<file path="src/rtl/cp0_regfile.sv">
// CP0 architectural register file: commits exception/ERET side effects and MTC0 writes,
// runs the Count/Compare timer and produces the registered interrupt-pending vector.
package cp0_pkg;

  typedef struct packed {
    logic        flush;
    logic        eret;
    logic [4:0]  code;
    logic        delayslot;
    logic [31:0] cur_pc;
    logic [31:0] extra;
  } ExceptReq_t;

  typedef struct packed {
    logic        we;
    logic [4:0]  waddr;
    logic [2:0]  sel;
    logic [31:0] wdata;
  } CP0RegWriteReq_t;

  typedef struct packed {
    logic [31:0] bad_vaddr;
    logic [31:0] count;
    logic [31:0] compare;
    logic [31:0] status;
    logic [31:0] cause;
    logic [31:0] epc;
    logic [31:0] error_epc;
  } CP0Regs_t;

  localparam logic [4:0] REG_BADVADDR  = 5'd8;
  localparam logic [4:0] REG_COUNT     = 5'd9;
  localparam logic [4:0] REG_COMPARE   = 5'd11;
  localparam logic [4:0] REG_STATUS    = 5'd12;
  localparam logic [4:0] REG_CAUSE     = 5'd13;
  localparam logic [4:0] REG_EPC       = 5'd14;
  localparam logic [4:0] REG_ERROR_EPC = 5'd30;

  localparam logic [4:0] EXC_INT  = 5'd0;
  localparam logic [4:0] EXC_MOD  = 5'd1;
  localparam logic [4:0] EXC_TLBL = 5'd2;
  localparam logic [4:0] EXC_TLBS = 5'd3;
  localparam logic [4:0] EXC_ADEL = 5'd4;
  localparam logic [4:0] EXC_ADES = 5'd5;
  localparam logic [4:0] EXC_CPU  = 5'd11;
  localparam logic [4:0] EXC_OV   = 5'd12;

  localparam logic [31:0] STATUS_MASK  = 32'h1040_FF17;
  localparam logic [31:0] CAUSE_MASK   = 32'h0080_0300;
  localparam logic [31:0] STATUS_RESET = 32'h0040_0004;

endpackage

module cp0_regfile
  import cp0_pkg::*;
#(
  parameter int COUNT_DIV = 2
) (
  input  logic            clk,
  input  logic            rst_n,
  input  ExceptReq_t      except_req,
  input  CP0RegWriteReq_t wb_cp0_reg_wr,
  input  logic [5:0]      hw_int,
  output CP0Regs_t        cp0_regs,
  output logic [7:0]      interrupt_flag,
  output logic            timer_int
);

  localparam int STATUS_EXL = 1;
  localparam int STATUS_ERL = 2;
  localparam int CAUSE_BD   = 31;
  localparam int CAUSE_TI   = 30;

  logic [31:0] bad_vaddr_q, bad_vaddr_d;
  logic [31:0] count_q, count_d;
  logic [31:0] compare_q, compare_d;
  logic [31:0] status_q, status_d;
  logic [31:0] cause_q, cause_d;
  logic [31:0] epc_q, epc_d;
  logic [31:0] error_epc_q, error_epc_d;
  logic        phase_q, phase_d;
  logic [7:0]  int_flag_q, int_flag_d;

  logic        tick;
  logic        ti;
  logic        mtc0;
  logic        addr_exc;

  always_comb begin
    bad_vaddr_d = bad_vaddr_q;
    compare_d   = compare_q;
    status_d    = status_q;
    cause_d     = cause_q;
    epc_d       = epc_q;
    error_epc_d = error_epc_q;

    // Hardware step: Count advance and sticky TI, compared against the post-increment value
    tick    = (COUNT_DIV == 1) ? 1'b1 : phase_q;
    count_d = count_q + {31'd0, tick};
    phase_d = ~phase_q;
    ti      = cause_q[CAUSE_TI] | (count_d == compare_q);

    mtc0 = wb_cp0_reg_wr.we && (wb_cp0_reg_wr.sel == 3'd0);
    if (mtc0) begin
      case (wb_cp0_reg_wr.waddr)
        REG_COUNT: begin
          count_d = wb_cp0_reg_wr.wdata;
          phase_d = 1'b0;
        end
        REG_COMPARE: begin
          compare_d = wb_cp0_reg_wr.wdata;
          ti        = 1'b0;
        end
        REG_STATUS:    status_d    = (wb_cp0_reg_wr.wdata & STATUS_MASK) | (status_q & ~STATUS_MASK);
        REG_CAUSE:     cause_d     = (wb_cp0_reg_wr.wdata & CAUSE_MASK) | (cause_q & ~CAUSE_MASK);
        REG_EPC:       epc_d       = wb_cp0_reg_wr.wdata;
        REG_ERROR_EPC: error_epc_d = wb_cp0_reg_wr.wdata;
        default: ;
      endcase
    end

    // IP[7:2] and TI are outside the Cause write mask, so they can be placed after the merge
    cause_d[CAUSE_TI] = ti;
    cause_d[15:10]    = {hw_int[5] | ti, hw_int[4:0]};

    addr_exc = (except_req.code == EXC_ADEL) || (except_req.code == EXC_ADES) ||
               (except_req.code == EXC_TLBL) || (except_req.code == EXC_TLBS) ||
               (except_req.code == EXC_MOD);

    if (except_req.flush) begin
      if (except_req.eret) begin
        if (status_q[STATUS_ERL]) status_d[STATUS_ERL] = 1'b0;
        else                      status_d[STATUS_EXL] = 1'b0;
      end else begin
        if (!status_q[STATUS_EXL]) begin
          epc_d             = except_req.delayslot ? except_req.cur_pc - 32'd4 : except_req.cur_pc;
          cause_d[CAUSE_BD] = except_req.delayslot;
        end
        status_d[STATUS_EXL] = 1'b1;
        cause_d[6:2]         = except_req.code;
        cause_d[29:28]       = (except_req.code == EXC_CPU) ? except_req.extra[1:0] : 2'b00;
        if (addr_exc) bad_vaddr_d = except_req.extra;
      end
    end

    int_flag_d = cause_d[15:8] & status_d[15:8];
  end

  always_ff @(posedge clk or negedge rst_n) begin
    if (!rst_n) begin
      bad_vaddr_q <= '0;
      count_q     <= '0;
      compare_q   <= '0;
      status_q    <= STATUS_RESET;
      cause_q     <= '0;
      epc_q       <= '0;
      error_epc_q <= '0;
      phase_q     <= 1'b0;
      int_flag_q  <= '0;
    end else begin
      bad_vaddr_q <= bad_vaddr_d;
      count_q     <= count_d;
      compare_q   <= compare_d;
      status_q    <= status_d;
      cause_q     <= cause_d;
      epc_q       <= epc_d;
      error_epc_q <= error_epc_d;
      phase_q     <= phase_d;
      int_flag_q  <= int_flag_d;
    end
  end

  assign cp0_regs.bad_vaddr = bad_vaddr_q;
  assign cp0_regs.count     = count_q;
  assign cp0_regs.compare   = compare_q;
  assign cp0_regs.status    = status_q;
  assign cp0_regs.cause     = cause_q;
  assign cp0_regs.epc       = epc_q;
  assign cp0_regs.error_epc = error_epc_q;
  assign interrupt_flag     = int_flag_q;
  assign timer_int          = cause_q[CAUSE_TI];

endmodule
</file>
<file path="config.mk">
export PLATFORM = sky130hd
export DESIGN_NAME = cp0_regfile
export DESIGN_NICKNAME = d
export VERILOG_FILES = /design/src/rtl/cp0_regfile.sv
export SDC_FILE = /design/constraint.sdc
export NUM_CORES = 1
export LEC_CHECK = 0
export CAP_MARGIN = 10
export CORE_MARGIN = 1.5
export CORE_UTILIZATION = 41
export DETAILED_ROUTE_END_ITERATION = 6
export GPL_TIMING_DRIVEN = 0
export PLACE_DENSITY_LB_ADDON = 0.05
export SETUP_SLACK_MARGIN = 0.2
export SLEW_MARGIN = 0
export SYNTH_ARGS = -nofsm -noshare
export SYNTH_HDL_FRONTEND = slang
export SYNTH_SLANG_ARGS = --single-unit
</file>
<file path="constraint.sdc">
create_clock -name clk -period 3.2 [get_ports clk]
set_clock_uncertainty 0.05 [all_clocks]
set_input_delay 0.32 -clock clk [delete_from_list [all_inputs] [get_ports clk]]
set_output_delay 0.32 -clock clk [all_outputs]
set_load 0.05 [all_outputs]
</file>
==> flow_summary_export.csv <==
group,metric,value,unit
pwr,fin_total_pwr,9.393,mW
setup_path,reg2reg_to,"cause_q[15]$_DFF_PN0_",
global_routing,grt_pass1_wl,49780,um
synthesis,ys_warn_count,0,
setup_path,crit_top_cell,"or4_4",
synthesis,synthArstFlopShare,100.0,%
clocking,clock_latency,0.51,ns
status,outcome,"finished, violations left",
setup_path,cp-end-kind,"flop",
global_routing,grtUsageTotal,25.38,%
synthesis,synthTopCellsByCount,"199 x dfrtp_1, 121 x mux2_2, 59 x nand2_1",
clocking,cts_made_buffers,24,
final_layout,drive_above_1_share,19.66,%
synthesis,syn_avg_cell_area,11.25,um2
synthesis,ys.flop_type,"dfrtp_1",
setup_path,crit_required,3.60,ns
setup_path,path_cells,"nand4_1 > or4_4 > nor3_4 > o2111ai_2 > or4b_1 > or4_4 > o41ai_4 > or2_1",
synthesis,synth_largest_area_cell,"dfrtp_1",
timing,whs,0.2188,ns
synthesis,synth_compound_area_share,6.956,%
placed_design,post-place-cells,1569,
synthesis,synth_top_family_by_area,"multiplexers",
setup_path,crit_slowest_cell,"or4_4",
setup_path,reg2reg_from,"count_q[13]$_DFF_PN0_",
placed_design,port_buffers,321,
synthesis,netlist_instances,891,
route,drt_iter0_drc,410,
timing,worstMarginPinSlew,0.9327,ns
pwr,leakage,6.394,nW
clocking,cts_tree,"built",
route,wl_per_cell,19.89,um
synthesis,synth_edf_count,0,
clocking,htreeDepth,1,
clocking,clock-sinks,201,
placed_design,dp_hpwl,24590,um
synthesis,yosysMostFrequentCell,"dfrtp_1",
setup_path,crit_end,"cause_q[15]$_DFF_PN0_",
floorplan,core,0.02418,mm2
route,ant_nets,0,
clocking,cts_root_buf,"clkbuf_16",
route,routed_wl,32360,um
pwr,powerDensity,626.3,mW/mm2
timing,clock.fmax,305.1,MHz
setup_path,reg2reg_depth,8,
setup_path,cp_top_family,"simple AND/OR/NAND/NOR gates",
setup_path,cp_slowest_stage_delay,0.65,ns
setup_path,startpoint_type,"flop",
placed_design,gp_congestion,0.8976,
timing,finalSetupViolations,2,
timing,worst_slack,-0.07710,ns
placed_design,placed_cell_area,0.01388,mm2
synthesis,synth.area.top_cells,"dfrtp_1 50%, mux2_2 14%, xor2_1 3.8%",
timing,hold_viol,0,
synthesis,synth_adder_area_share,0.3746,%
flow_run,cap_violations,0,
pwr,ir_worst_vdd,0.5504,mV
floorplan,fp.dieArea,0.02538,mm2
route,dr_total_vias,8228,
clocking,clk_pin_slew_worst_paths,0.06,ns
timing,fin_crit,3.277,ns
placed_design,pre_cts_ws,-0.4934,ns
route,drt-vias-per-instance,5.057,
synthesis,yosys.area_share.xor_xnor,7.655,%
timing,slew_viol_final,0,
global_routing,grt.overflow.total,0,
floorplan,fp-row-count,57,
setup_path,worstPathMaxFanout,6,
synthesis,ys_types,65,
final_layout,instances_no_fill,1627,
floorplan,die_y,159.3,um
synthesis,yosysSeqAreaShare,50.22,%
final_layout,stdcell_area,0.01500,mm2
synthesis,synth-simple-area-share,13.29,%
synthesis,netlist_area,0.01002,mm2
setup_path,path_class,"flop to flop",
status,violations,"setup timing",
hold_path,holdCritPathClass,"input pin to flop",
setup_path,path_depth,8,
setup_path,worstPathArrival,3.68,ns
floorplan,num_io_pins,354,
floorplan,initial_core_util,41.44,%
global_routing,grt_pass1_vias,8434,
route,drc,0,
timing,rsz0062_at_grt,"yes",
floorplan,dieWidth,159.3,um
timing,slew_headroom,37.82,%
final_layout,final_util,62.03,%
setup_path,critPathBufInv,0,
setup_path,startpoint,"count_q[13]$_DFF_PN0_",
final_layout,area_growth,49.69,%
synthesis,synth_seq_cells,201,
synthesis,synth.top_cell.area_share,49.70,%
global_routing,grt_max_degree,116,
final_layout,nets,1408,
timing,fin_crit_sh,102.4,%
setup_path,regToRegSetupSlack,-0.08,ns
route,first_pass_iters,4,
synthesis,synthMuxAreaShare,17.00,%
clocking,clockBufferDepth,3,
timing,totalNegativeSetupSlack,-0.1536,ns
global_routing,antenna_found_initial,2,
==> cell type report <==
class | instances | area, um2
clock buffer | 33 | 695.7
inverter | 11 | 41.29
sequential | 201 | 5050
buffer | 74 | 457.9
multi-input combinational | 636 | 4790
tap | 324 | 405.4
clock inverter | 11 | 205.2
fill | 2007 | 9179
antenna | 1 | 2.502
timing repair buffer | 336 | 3351
==> cells by family after synthesis <==
family          Yosys count
flops                   201
compound gates          111
fa+ha+maj                 3
xor+xnor                 86
simple gates            249
buf+inv                  85
other cells               1
mux                     155
==> registers in the layout, summed over array words and instances (netlist names) <==
register / flops
bad_vaddr_q: 32
compare_q: 32
count_q: 32
epc_q: 32
error_epc_q: 32
cause_q: 18
status_q: 14
interrupt_flag: 8
phase_q: 1
==> repair_timing <==
item	in CTS	in global routing
hold buffers	1	0
setup endpoints to repair	3	3
hold endpoints to repair	86	0
resized for setup	24	1
setup buffers	6	6
pin swaps	3	1
==> worst register-to-register path, delay by kind of cell, from the launching register on <==
kind / cells / cell delay (ns)
AO/OA/AOI/OAI: 2 / 0.45
flip-flops: 1 / 0.44
AND/OR/NAND/NOR: 6 / 2.29
==> power by group <==
group,switching [mW],internal [mW],total (mW)
Combinational,2.01,1.14,3.16
Clock,1.08,2.00,3.08
Sequential,0.279,2.88,3.15
Total,3.38,6.02,9.39
==> per-layer routing <==
| metal | track usage (%) | share of wire [%] | vias to the layer above |
|---|---|---|---|
| met5 | 0 | 0 | - |
| met3 | 6.017 | 6.5 | 44 |
| li1 | - | - | 3897 |
| met1 | 31.05 | 41 | 4028 |
| met4 | 6.861 | 2.4 | 0 |
| met2 | 44.74 | 50 | 259 |
==> placed cells by master, fill, tap and decap left out, types with 15 or more instances in the layout <==
cell | netlist | layout
dfrtp_1 | 199 | 185
clkbuf_16 | 0 | 25
nor3_1 | 26 | 24
nor2_1 | 46 | 45
o21ai_0 | 37 | 37
buf_4 | 33 | 45
nand4_1 | 15 | 15
mux2i_1 | 34 | 34
clkdlybuf4s50_1 | 0 | 320
mux2_2 | 121 | 121
xor2_1 | 43 | 43
conb_1 | 1 | 32
xnor2_1 | 42 | 41
nand3_1 | 15 | 15
clkbuf_1 | 31 | 30
a21oi_1 | 37 | 37
nand2_1 | 59 | 59
==> how the worst min path moves through the flow <==
stage	from	end	slack, ns	depth (start not counted)
3_5_place_dp	rst_n	compare_q[20]$_DFFE_PN0P_	0.33	1
4_1_cts	hw_int[3]	cause_q[13]$_DFF_PN0_	0.20	1
2_1_floorplan	rst_n	bad_vaddr_q[0]$_DFFE_PN0P_	-0.03	0
3_3_place_gp	phase_q$_DFF_PN0_	phase_q$_DFF_PN0_	0.43	1
6_report	hw_int[3]	cause_q[13]$_DFF_PN0_	0.22	1
5_1_grt	hw_int[2]	cause_q[12]$_DFF_PN0_	0.21	1
Power figures use the tool's default switching activity.
